<file path="config.mk">
export PLATFORM = sky130hd
export DESIGN_NAME = temporal_encoder_arbiter
export DESIGN_NICKNAME = d
export VERILOG_FILES = /design/src/rtl/temporal_encoder_arbiter.sv
export SDC_FILE = /design/constraint.sdc
export NUM_CORES = 1
export LEC_CHECK = 0
export BUFFER_PORTS_ARGS = -buffer_cell sky130_fd_sc_hd__buf_2
export CAP_MARGIN = 10
export CORE_ASPECT_RATIO = 0.7
export CORE_MARGIN = 2
export CORE_UTILIZATION = 51
export CTS_BUF_LIST = sky130_fd_sc_hd__clkbuf_4 sky130_fd_sc_hd__clkbuf_8
export DETAILED_ROUTE_END_ITERATION = 7
export PLACE_DENSITY = 0.86
export RECOVER_POWER = 50
export SYNTH_ARGS = -nofsm -noshare
export SYNTH_HDL_FRONTEND = slang
export SYNTH_SLANG_ARGS = --single-unit
</file>
<file path="constraint.sdc">
create_clock -name Clk_CI -period 8.2 [get_ports Clk_CI]
set_clock_uncertainty 0.1 [all_clocks]
set_input_delay 1.64 -clock Clk_CI [delete_from_list [all_inputs] [get_ports Clk_CI]]
set_output_delay 1.64 -clock Clk_CI [all_outputs]
set_load 0.02 [all_outputs]
</file>
<file path="src/rtl/temporal_encoder_arbiter.sv">
// Round-robin arbiter that shares one temporal encoder among NUM_REQ modality streams.
// A grant keeps one requester for up to BURST_LEN transactions; changing requester clears n-gram history.
`ifndef HV_DIMENSION
`define HV_DIMENSION 32
`endif

module temporal_encoder_arbiter #(
  parameter int NUM_REQ   = 3,
  parameter int HV_DIM    = `HV_DIMENSION,
  parameter int BURST_LEN = 4
) (
  input  logic                      Clk_CI,
  input  logic                      Reset_RI,
  input  logic [NUM_REQ-1:0]        ValidIn_SI,
  output logic [NUM_REQ-1:0]        ReadyOut_SO,
  input  logic [NUM_REQ*HV_DIM-1:0] HypervectorIn_DI,
  output logic                      EncValid_SO,
  input  logic                      EncReady_SI,
  output logic [HV_DIM-1:0]         EncHypervector_DO,
  output logic                      EncClear_SO,
  input  logic                      EncResultValid_SI,
  output logic                      EncResultReady_SO,
  input  logic [HV_DIM-1:0]         EncResult_DI,
  output logic                      ValidOut_SO,
  input  logic                      ReadyIn_SI,
  output logic [HV_DIM-1:0]         HypervectorOut_DO,
  output logic [2:0]                ChannelOut_DO
);

  localparam int GW = (NUM_REQ > 1) ? $clog2(NUM_REQ) : 1;
  localparam int CW = $clog2(BURST_LEN + 1);

  typedef enum logic [2:0] {
    IDLE    = 3'd0,
    CLEAR   = 3'd1,
    SEND    = 3'd2,
    WAIT    = 3'd3,
    DELIVER = 3'd4
  } state_e;

  state_e            state_r, state_s;
  logic [GW-1:0]     grant_r, grant_s;
  logic [GW-1:0]     last_grant_r, last_grant_s;
  logic              last_valid_r, last_valid_s;
  logic [CW-1:0]     burst_r, burst_s;
  logic              capture_s;
  logic [HV_DIM-1:0] hv_out_r;
  logic [2:0]        chan_r;

  logic [NUM_REQ-1:0] ready_s;
  logic               enc_valid_s;
  logic [HV_DIM-1:0]  enc_hv_s;
  logic               enc_clear_s;
  logic               res_ready_s;
  logic               valid_out_s;

  // First valid requester at or after LastGrant+1 (index 0 when no grant has been recorded yet).
  function automatic logic [GW-1:0] rr_pick(input logic [NUM_REQ-1:0] req,
                                            input logic [GW-1:0]      last,
                                            input logic               last_ok);
    logic [GW-1:0] pick;
    int            start;
    int            idx;
    pick  = {GW{1'b0}};
    start = last_ok ? ((int'(last) + 1) % NUM_REQ) : 0;
    for (int i = NUM_REQ - 1; i >= 0; i--) begin
      idx  = (start + i) % NUM_REQ;
      pick = req[idx] ? GW'(idx) : pick;
    end
    return pick;
  endfunction

  // Next-state and handshake outputs of the arbitration FSM.
  always_comb begin
    state_s      = state_r;
    grant_s      = grant_r;
    last_grant_s = last_grant_r;
    last_valid_s = last_valid_r;
    burst_s      = burst_r;
    capture_s    = 1'b0;
    ready_s      = {NUM_REQ{1'b0}};
    enc_valid_s  = 1'b0;
    enc_hv_s     = {HV_DIM{1'b0}};
    enc_clear_s  = 1'b0;
    res_ready_s  = 1'b0;
    valid_out_s  = 1'b0;
    case (state_r)
      IDLE: begin
        if (|ValidIn_SI) begin
          grant_s = rr_pick(ValidIn_SI, last_grant_r, last_valid_r);
          burst_s = {CW{1'b0}};
          if (!last_valid_r || (grant_s != last_grant_r)) begin
            state_s = CLEAR;
          end else begin
            state_s = SEND;
          end
        end else begin
          state_s = IDLE;
        end
      end
      CLEAR: begin
        enc_clear_s  = 1'b1;
        last_grant_s = grant_r;
        last_valid_s = 1'b1;
        state_s      = SEND;
      end
      SEND: begin
        enc_valid_s      = ValidIn_SI[grant_r];
        enc_hv_s         = HypervectorIn_DI[int'(grant_r)*HV_DIM +: HV_DIM];
        ready_s[grant_r] = EncReady_SI;
        if (ValidIn_SI[grant_r] && EncReady_SI) begin
          burst_s = burst_r + CW'(1);
          state_s = WAIT;
        end else if (!ValidIn_SI[grant_r]) begin
          state_s = IDLE;
        end else begin
          state_s = SEND;
        end
      end
      WAIT: begin
        res_ready_s = 1'b1;
        if (EncResultValid_SI) begin
          capture_s = 1'b1;
          state_s   = DELIVER;
        end else begin
          state_s = WAIT;
        end
      end
      DELIVER: begin
        valid_out_s = 1'b1;
        if (ReadyIn_SI) begin
          // Burst continues on the same grant without a history clear.
          if ((burst_r == CW'(BURST_LEN)) || !ValidIn_SI[grant_r]) begin
            state_s = IDLE;
          end else begin
            state_s = SEND;
          end
        end else begin
          state_s = DELIVER;
        end
      end
      default: begin
        state_s = IDLE;
      end
    endcase
  end

  // FSM, grant bookkeeping and the result holding register.
  always_ff @(posedge Clk_CI or posedge Reset_RI) begin
    if (Reset_RI) begin
      state_r      <= IDLE;
      grant_r      <= {GW{1'b0}};
      last_grant_r <= {GW{1'b0}};
      last_valid_r <= 1'b0;
      burst_r      <= {CW{1'b0}};
      hv_out_r     <= {HV_DIM{1'b0}};
      chan_r       <= 3'd0;
    end else begin
      state_r      <= state_s;
      grant_r      <= grant_s;
      last_grant_r <= last_grant_s;
      last_valid_r <= last_valid_s;
      burst_r      <= burst_s;
      if (capture_s) begin
        hv_out_r <= EncResult_DI;
        chan_r   <= 3'(grant_r);
      end
    end
  end

  assign ReadyOut_SO       = ready_s;
  assign EncValid_SO       = enc_valid_s;
  assign EncHypervector_DO = enc_hv_s;
  assign EncClear_SO       = enc_clear_s;
  assign EncResultReady_SO = res_ready_s;
  assign ValidOut_SO       = valid_out_s;
  assign HypervectorOut_DO = hv_out_r;
  assign ChannelOut_DO     = chan_r;

endmodule

</file>
* Word level (Yosys, flattened, before mapping)
Cells that the tools add are included.
** Storage, ports and cells
- Word-level logic and storage cells :: 77
- Bits of input ports :: 136
- Flip-flop bits (word level) :: 45
** Cells by class
- Shift operators :: 1
- Reductions and logical operators :: 11
- Order comparisons :: 5
- Equal/unequal tests :: 8
- $add $sub $neg :: 4
- Mux-type cells :: 36
- Bitwise gates (word level) :: 1
- Div/mod/pow operators :: 4
** Operators with widths (count)
- 32-bit by 3-bit modulo with 32-bit output, second input constant :: 4
- 32-bit by 4-bit less-than comparator with 1-bit output, second input constant :: 3
- 96-bit by 8-bit indexed part select with 32-bit output :: 1
- 32-bit two-way mux :: 2
- 32-bit by 2-bit adder with 32-bit output, second input constant :: 1
- 32-bit by 3-bit adder with 32-bit output, second input constant :: 1
- 3-bit two-way mux :: 6
- 3-bit one-hot mux with 5 select lines :: 1
- 1-bit two-way mux :: 14
- 2-bit two-way mux :: 7
- 1-bit binary-select mux with 2-bit select :: 4
- 3-bit by 2-bit equality test with 1-bit output, second input constant :: 2
- 3-bit equality test, second input constant :: 2
- 3-bit one-hot mux with 2 select lines :: 1
- 2-bit inequality test, second input constant :: 2
- 2-bit by 1-bit adder with 3-bit output, second input constant :: 1
- 3-bit by 1-bit adder with 3-bit output, second input constant :: 1
- 3-bit AND :: 1
- 3-bit by 1-bit equality test with 1-bit output, second input constant :: 1
- 3-bit zero test :: 1
- 2-bit by 3-bit less-than comparator with 1-bit output, second input constant :: 1
- 3-bit AND reduction :: 1
- 3-bit OR reduction :: 1
- 1-bit demux with 2-bit select :: 1
- other kinds (7) :: 10

* Longest topological paths before layout
Gate-level depths: netlist of the first run.
- Word-level depth :: 16
- Gate-level depth with buffers :: 35
- Mapped depth without buffers :: 31

* Least setup slack after synthesis of the first run
No wires, ideal clock.
- Path kind :: register -> register
- From :: reg last_grant_r[0]
- To :: reg state_r[0]
- Cell stages (with the launch flop) :: 36
- Required time :: 7.972 ns
- Slack :: 1.334 ns
- Arrival :: 6.638 ns
- Clock period less this slack :: 6.866 ns
- Path buffers :: 4
- Cells stage by stage :: dfrtp_1 -> inv_1 -> ha_1 -> inv_1 -> ha_1 -> o21ai_0 -> and3_1 -> clkbuf_1 -> ha_1 -> clkbuf_1 -> and2_1 -> nand3_1 -> nand2_1 -> clkbuf_1 -> nand3_1 -> o22ai_1 -> buf_2 -> nand2_1 -> o21ai_0 -> ha_1 -> nor2_1 -> a221o_1 -> nor2_1 -> inv_1 -> ha_1 -> a221oi_1 -> and2_1 -> xnor2_1 -> ha_1 -> a221oi_1 -> o2111ai_1 -> mux2i_1 -> a21oi_1 -> a32o_1 -> nor4_1 -> a21oi_1
** Between the ends
- Word-level cells in the longest chain between the ends :: 16
- Elaborated cells on any way between the ends :: 25
- Classes of those cells :: 3 x add/sub; 4 x div; 1 x eq/ne; 16 x mux; 1 x reduce/logical
** Ends and longest elaborated chain
- start: declaration :: RTL line 43 : logic [GW-1:0] last_grant_r, last_grant_s;
- start signal: assignment :: RTL line 153 : last_grant_r <= {GW{1'b0}};
- start signal: assignment :: RTL line 161 : last_grant_r <= last_grant_s;
- 2-bit by 1-bit adder with 3-bit output :: RTL line 65 : start = last_ok ? ((int'(last) + 1) % NUM_REQ) : 0;
- 32-bit by 3-bit modulo with 32-bit output :: RTL line 65
- 32-bit two-way mux :: RTL line 65
- 32-bit by 3-bit adder with 32-bit output :: RTL line 67 : idx = (start + i) % NUM_REQ;
- 32-bit by 3-bit modulo with 32-bit output :: RTL line 67
- 1-bit binary-select mux with 2-bit select :: RTL line 68 : pick = req[idx] ? GW'(idx) : pick;
- 1-bit two-way mux (not written as such) (2 in a row) :: RTL line 68
- 2-bit two-way mux (3 in a row) :: RTL line 68
- 2-bit inequality test * :: RTL line 92 : if (!last_valid_r || (grant_s != last_grant_r)) begin
- 1-bit logical OR * :: RTL line 92
- 2-bit two-way mux * :: RTL line 92
- 3-bit two-way mux * :: RTL line 89 : if (|ValidIn_SI) begin
- 3-bit one-hot mux with 5 select lines * :: RTL line 87 : case (state_r)
- via state_s[0] :: RTL line 41 : state_e state_r, state_s;
- end signal: assignment :: RTL line 159 : state_r <= state_s;
- end: declaration :: RTL line 41
Mark *: on every way through the listed nets, which the timed path passes. The rest lies on a longest branch. The select of a mux whose other input is x is not followed.
A chain may end at the register's enable or synchronous reset.

* Worst setup path in the final report of the first run
- From :: reg last_grant_r[0]
- To :: reg state_r[1]
The elaborated chain is that of the path after synthesis.

==> results of run 1 <==
[synth_stat cells, types with 7 or more instances]
| master | n |
|---|---|
| and3_1 | 8 |
| nor2_1 | 88 |
| nand3_1 | 19 |
| dfrtp_1 | 45 |
| mux2_2 | 40 |
| nor3_1 | 15 |
| mux2i_1 | 37 |
| a21oi_1 | 52 |
| o21ai_0 | 31 |
| nand2_1 | 54 |
| a211oi_1 | 8 |
| xnor2_1 | 16 |
| nor3b_1 | 8 |
| a31oi_1 | 9 |
| o31ai_1 | 7 |
| clkbuf_1 | 27 |
| ha_1 | 26 |
| nand4_1 | 7 |
| inv_1 | 30 |
[cells by family (layout without fill, tap and decap cells)]
family,Yosys count,after routing,synth area share (%)
adders and majority gates,27,27,6.68
other,1,1,0.0747
and+or+nand+nor,246,246,23.9
muxes,77,77,16.3
xor gates and xnor gates,17,17,3.11
DFF,45,45,22.4
AOI/OAI and AO/OA,167,167,21.8
buffers and inverters,69,253,5.66
[cell usage in the layout, fill, tap and decap left out, types with 9 or more instances in the layout]
cell type | netlist | routed
nor3_1 | 15 | 15
a31oi_1 | 9 | 9
buf_2 | 5 | 186
ha_1 | 26 | 26
nand3_1 | 19 | 19
mux2i_1 | 37 | 36
inv_1 | 30 | 29
dfrtp_1 | 45 | 45
o21ai_0 | 31 | 30
clkbuf_1 | 27 | 23
nand2_1 | 54 | 53
a21oi_1 | 52 | 52
xnor2_1 | 16 | 16
nor2_1 | 88 | 88
mux2_2 | 40 | 40
[flip-flops by register name, summed over array words and instances (netlist names)]
name / count
HypervectorOut_DO: 32
state_r: 3
ChannelOut_DO: 2
grant_r: 2
last_valid_r: 1
burst_r: 3
last_grant_r: 2
[worst paths after layout]
| kind | startpoint | endpoint | slack, ns | cells past startpoint |
|---|---|---|---|---|
| min | HypervectorOut_DO[7] | HypervectorOut_DO[7] | 0.41 | 1 |
| min reg2reg | HypervectorOut_DO[7] | HypervectorOut_DO[7] | 0.41 | 1 |
| max | last_grant_r[0] | state_r[1] | 0.49 | 28 |
| min in group asynchronous | Reset_RI | HypervectorOut_DO[8] | 2.07 | 3 |
| max in group asynchronous | Reset_RI | HypervectorOut_DO[0] | 4.58 | 3 |
| max reg2reg | last_grant_r[0] | state_r[1] | 0.49 | 28 |
[through the flow]
step / area (um2) / instances
2_1_floorplan: 5020 / 649
3_3_place_gp: 6110 / 953
3_5_place_dp: 6110 / 953
4_1_cts: 6200 / 961
5_1_grt: 6190 / 961
6_report: 6190 / 961
[layout make-up]
class	instances	area, um2
clock inverter	3	25.0
tap	128	160
timing repair buffer	215	1060
multi-input combinational	535	3630
fill	808	3460
sequential	45	1130
inverter	30	113
clock buffer	5	68.8
[per-layer routing]
| layer | GRT usage, % | up-vias |
|---|---|---|
| met5 | 0 | - |
| met4 | 7.84 | 0 |
| met3 | 5.69 | 43 |
| met2 | 47.0 | 304 |
| met1 | 38.3 | 2602 |
| li1 | - | 2734 |
[critical path, delay by kind of cell, from the launching register on]
family          cells  cell delay, ns
flops               1            0.47
mux                 2            0.74
xor+xnor            2            0.43
simple gates        4            1.00
compound gates     12            2.87
buf+inv             2            0.24
fa+ha+maj           6            1.76
==> results.toml, run 1 <==
[setup_path]
required_ns = 8.30
crit_slowest_cell = "a2111oi_1"
crit_path_frequent_cell = "ha_1"
crit_fanout = 9
crit_type = "flop to flop"
crit_path_start_kind = "flop"
slowest_delay_ns = 0.65
critPathCaptureType = "flop"
crit_arrival_ns = 7.81

[clock_network]
path_clk_slew_ns = 0.09
cts-root-buf = "clkbuf_8"
clock_latency_ns = 0.30
cts_buffers = 5
cts_resized = 0
clockBufferDepth = 2
cts.sinks = 45
cts_tree = "done"
post_cts_buffers = 0
cts.htree.levels = 2
hold_buffers = 0

[synthesis]
synthCells = 649
ys_warn_count = 0
async_reset_ff_share_pct = 100
syn-num-nets = 811
ys_types = 72
synth_flop_cell = "dfrtp_1"
seq_area_frac_synth_pct = 22.4
synth_top_area_share_pct = 22.4
syn_area_per_cell_um2 = 7.74
yosysTopAreaCell = "dfrtp_1"
synth-seq-cells = 45
synth-edff-count = 0
yosys-top-cells-area = "dfrtp_1 (22%), mux2_2 (9.0%), mux2i_1 (7.4%)"
netlist_area_um2 = 5020

[floorplan]
dieArea_um2 = 10700
start_util_pct = 52.1
io_pins = 210
die_h_um = 87.0
die_x_um = 123
rows = 30
core_area_um2 = 9650

[outcome]
violations = "capacitance limit, slew limit"
status = "finished with violations"

[sta]
fmax_ghz = 0.130
finalHoldViolations = 0
setup_slack_ns = 0.485
tns_ns = 0
rsz0062_at_grt = "no"
min_period_over_period_pct = 94.1
worstMarginPinSlew_ns = 2.36
period_needed_ns = 7.71
slew_violations = 86
setup-violations-final = 0
whs_ns = 0.410
max_slew_margin_pct = -57.0

[worst_hold_path]
hp-class = "flop to flop"

[cells_and_area]
post-route-util_pct = 64.2
drive_gt1_share_pct = 30.9
area_growth_pct = 23.2
final_net_count = 994
diodes = 0

[routing]
postRouteWirelength_um = 16300
dr_wl_met2_um = 7480
top_layer_used = "met4"
drtIter0Drc = 455
drtPass1Iterations = 7
wl_met1_um = 6880
vias = 5683
route.detailed.drc = 0
ant_nets = 0
dr_wl_met3_um = 1520
post_drt_wl_per_cell_um = 17.0
vias_per_cell = 5.91

[grt]
grt_max_degree = 46
grt_pass1_wl_um = 24300
grt_pass1_vias = 5044
antenna_found_initial = 0
overflow = 0
grt_usage_pct = 28.5

[placement]
pre_cts_slack_ns = 0.403
post-dp-hpwl_um = 12800
place_congestion = 1.03
io_buffers = 208

[flow_run]
drv_cap = 2
Power of run 1 is left out: the tool's default activity adds up to more than one toggle a clock period on the data nets, which glitch-free logic cannot reach.
==> run 2, diff against run 1 <==
--- a/config.mk
+++ b/config.mk
@@ -12,7 +12,7 @@
 export CORE_UTILIZATION = 51
 export CTS_BUF_LIST = sky130_fd_sc_hd__clkbuf_4 sky130_fd_sc_hd__clkbuf_8
 export DETAILED_ROUTE_END_ITERATION = 7
-export PLACE_DENSITY = 0.86
+export PLACE_DENSITY = 0.84
 export RECOVER_POWER = 50
 export SYNTH_ARGS = -nofsm -noshare
 export SYNTH_HDL_FRONTEND = slang
==> results.toml, run 2 (synthesized netlist as in run 1, its figures left out) <==
[outcome]
status = "finished with violations"
violations = "capacitance limit, slew limit"

[setup_path]
slowest_delay_ns = 0.48
worstReg2RegEnd = "state_r[1]"
r2r_slack_ns = 0.56
reg2reg_from = "last_grant_r[0]"
crit_type = "flop to flop"
crit_arrival_ns = 7.79
crit_path_frequent_cell = "ha_1"
crit_fanout = 11
crit_path_start_kind = "flop"
critPathCaptureType = "flop"
crit_slowest_cell = "dfrtp_1"
required_ns = 8.35
reg2reg_depth = 30

[clock_network]
hold_buffers = 0
cts_buffers = 5
cts-root-buf = "clkbuf_8"
clock_latency_ns = 0.30
clockBufferDepth = 2
cts_tree = "done"
cts.sinks = 45
path_clk_slew_ns = 0.10
cts.htree.levels = 2

[grt]
grtUsageMet3_pct = 5.43
grt_use_met2_pct = 45.5
antenna_found_initial = 1
grt_usage_pct = 30.0
grt_pass1_wl_um = 25700
grt_pass1_vias = 5026
grt_max_degree = 46
grt_busiest_layer = "met2"
gr-usage-met1_pct = 43.5
overflow = 0

[sta]
max_slew_margin_pct = -59.3
tns_ns = 0
fmax_ghz = 0.131
min_period_over_period_pct = 93.1
slew_violations = 82
finalHoldViolations = 0
rsz0062_at_grt = "no"
worstMarginPinSlew_ns = 2.39
setup-violations-final = 0
whs_ns = 0.411
setup_slack_ns = 0.564
period_needed_ns = 7.64

[placement]
post-dp-hpwl_um = 12900
io_buffers = 208
place_congestion = 1.03
pre_cts_slack_ns = 0.769
postPlaceCellArea_um2 = 6120

[floorplan]
io_pins = 210
die_x_um = 123
core_area_um2 = 9650
die_h_um = 87.0
start_util_pct = 52.1
dieArea_um2 = 10700
rows = 30

[cells_and_area]
layout_common_cells = "buf_2 (207), nor2_1 (88), nand2_1 (53)"
drive_gt1_share_pct = 33.5
layout_commonest_cell = "buf_2"
largest_reg_flops = 32
fill_cells = 818
final_net_count = 996
stdcell_area_um2 = 6240
area_growth_pct = 24.3

[worst_hold_path]
hold_end = "HypervectorOut_DO[14]"
hold_path_depth = 1
hp-class = "flop to flop"
holdCritStartpoint = "HypervectorOut_DO[14]"

[routing]
route.detailed.drc = 0
drtIter0Drc = 435
ant_nets = 0
drtPass1Iterations = 5
post_drt_wl_per_cell_um = 17.4
postRouteWirelength_um = 16700
vias = 5735
vias_per_cell = 5.95

[flow_run]
drv_cap = 2
-- run 2: timing repair --
| item | in CTS | in global routing |
|---|---|---|
| endpoints found under the setup margin | 0 | 2 |
| gates resized for setup | 0 | 4 |
| buffers inserted | 0 | 0 |
-- run 2: final cells by class --
cell class              instances  area [um2]  share of cell area [%]
clock buffers                   5        68.8                    1.10
repair buffers                217        1100                    17.6
well taps                     128         160                    2.56
diodes                          1        2.50                  0.0401
flip-flops and latches         45        1130                    18.1
inverters                      30         113                    1.80
multi-input cells             535        3620                    58.0
clock inverters                 3        50.0                   0.801
-- run 2: critical path: cells and delay by family, from the launching register on --
kind | cells | cell delay [ns]
fa+ha+maj | 6 | 1.59
xor+xnor | 1 | 0.09
mux | 2 | 0.63
flops | 1 | 0.48
compound gates | 11 | 2.58
buf+inv | 4 | 0.46
simple gates | 6 | 1.61
-- run 2: worst max path at each step --
stage / slack [ns] / to / startpoint
after floorplan: 1.33 / state_r[0] / last_grant_r[0]
after global placement: 0.98 / state_r[0] / last_grant_r[0]
after detailed placement: 0.77 / state_r[1] / last_grant_r[0]
after CTS: 0.61 / state_r[1] / last_grant_r[0]
after global routing: 0.007 / state_r[1] / last_grant_r[0]
final: 0.56 / state_r[1] / last_grant_r[0]
-- run 2: per-layer routing --
metal  up-vias  routed length (um)
met5         -                   0
met4         0                 561
met3        42                1620
met1      2637                7170
met2       325                7380
li1       2731                   -
-- run 2: metrics by stage --
step	utilization [%]	std cells
2_1_floorplan	-	649
3_3_place_gp	63.5	955
6_report	64.7	964
4_1_cts	64.7	963
3_5_place_dp	63.5	955
5_1_grt	64.7	964
Power of run 2 is left out for the same reason.
==> run 3, diff against run 2 <==
--- a/config.mk
+++ b/config.mk
@@ -12,8 +12,9 @@
 export CORE_UTILIZATION = 51
 export CTS_BUF_LIST = sky130_fd_sc_hd__clkbuf_4 sky130_fd_sc_hd__clkbuf_8
 export DETAILED_ROUTE_END_ITERATION = 7
-export PLACE_DENSITY = 0.84
+export PLACE_DENSITY_LB_ADDON = 0.12
 export RECOVER_POWER = 50
+export SLEW_MARGIN = 20
 export SYNTH_ARGS = -nofsm -noshare
 export SYNTH_HDL_FRONTEND = slang
 export SYNTH_SLANG_ARGS = --single-unit
==> results.toml, run 3 (synthesized netlist as in run 1, its figures left out) <==
[outcome]
status = "finished with violations"
violations = "capacitance limit, slew limit"

[grt]
grt_pass1_wl_um = 24500
grt_max_degree = 46
grt_usage_pct = 28.4
antenna_found_initial = 0
grt_pass1_vias = 5039
overflow = 0

[setup_path]
crit_type = "flop to flop"
r2r_slack_ns = 0.43
crit_fanout = 9
crit_path_frequent_cell = "ha_1"
required_ns = 8.29
crit_slowest_cell = "dfrtp_1"
critPathCaptureType = "flop"
crit_path_start_kind = "flop"
slowest_delay_ns = 0.50
crit_arrival_ns = 7.86

[placement]
post-dp-hpwl_um = 12600
io_buffers = 208
pre_cts_slack_ns = 0.432
place_congestion = 0.932

[floorplan]
dieArea_um2 = 10700
core_area_um2 = 9650
io_pins = 210
rows = 30
die_h_um = 87.0
die_x_um = 123
start_util_pct = 52.1

[clock_network]
cts.htree.levels = 2
clock_latency_ns = 0.30
clockBufferDepth = 2
cts_buffers = 5
cts_tree = "done"
path_clk_slew_ns = 0.09
cts.sinks = 45
hold_buffers = 0
cts-root-buf = "clkbuf_8"

[flow_run]
drv_cap = 2

[sta]
tns_ns = 0
min_period_over_period_pct = 94.7
max_slew_margin_pct = -59.8
rsz0062_at_grt = "no"
setup-violations-final = 0
fmax_ghz = 0.129
period_needed_ns = 7.77
finalHoldViolations = 0
setup_slack_ns = 0.432
slew_violations = 86
worstMarginPinSlew_ns = 2.40

[routing]
drtIter0Drc = 620
postRouteWirelength_um = 16000
ant_nets = 0
vias = 5644
drtPass1Iterations = 5
route.detailed.drc = 0
post_drt_wl_per_cell_um = 16.6
vias_per_cell = 5.86

[cells_and_area]
layout_commonest_cell = "buf_2"
area_growth_pct = 23.6
diodes = 0
layout_common_cells = "buf_2 (181), nor2_1 (88), nand2_1 (54)"
drive_gt1_share_pct = 30.2
largest_reg_flops = 32
final_net_count = 996

[worst_hold_path]
hp-class = "flop to flop"
## run 3: changes by cell type in the layout (fill, tap and decap cells not counted), sizes merged
cell	before	now
diode	1	0
clkbuf	8	34
buf	214	188
## run 3: path summary, 6_finish.rpt
path	startpoint	to	depth (start not counted)
setup reg to reg	last_grant_r[0]	state_r[1]	29
hold reg to reg	HypervectorOut_DO[3]	HypervectorOut_DO[3]	1
setup / recovery	last_grant_r[0]	state_r[1]	29
hold / removal	HypervectorOut_DO[3]	HypervectorOut_DO[3]	1
min in group asynchronous	Reset_RI	HypervectorOut_DO[30]	3
max in group asynchronous	Reset_RI	grant_r[1]	3
## run 3: cell type report
type,count,area [um2]
clock buffers,5,68.8
clock inverters,3,50.0
fillers,871,3440
inverters,30,113
multi-input cells,535,3620
flip-flops and latches,45,1130
well taps,128,160
repair buffers,217,1070
## run 3: critical path: cells and delay by family, from the launching register on
| family | cells | cell delay [ns] |
|---|---|---|
| buf+inv | 2 | 0.21 |
| compound gates | 9 | 2.07 |
| simple gates | 10 | 2.64 |
| flops | 1 | 0.50 |
| fa+ha+maj | 6 | 1.70 |
| xor+xnor | 2 | 0.44 |
## run 3: per-layer routing
metal  wire (um)  vias to the layer above  track usage, %
met4         257                        0            6.90
met3        1340                       29            6.02
met5           0                        -               0
li1            -                     2727               -
met2        7250                      280            46.1
met1        7140                     2608            38.8
## run 3: metrics by stage
| step | instance area, um2 | hold slack (ns) | instances | util, % |
|---|---|---|---|---|
| after CTS | 6230 | 0.409 | 961 | 64.6 |
| after global routing | 6210 | 0.426 | 963 | 64.3 |
| final | 6210 | 0.410 | 963 | 64.3 |
| after floorplan | 5020 | 0.361 | 649 | - |
| after global placement | 6110 | 0.381 | 953 | 63.3 |
| after detailed placement | 6110 | 0.387 | 953 | 63.3 |
## run 3: what timing repair did
item,CTS,global route
resized for setup,0,2
setup endpoints to repair,0,4
buffers inserted,0,2
Power of run 3 is left out for the same reason.
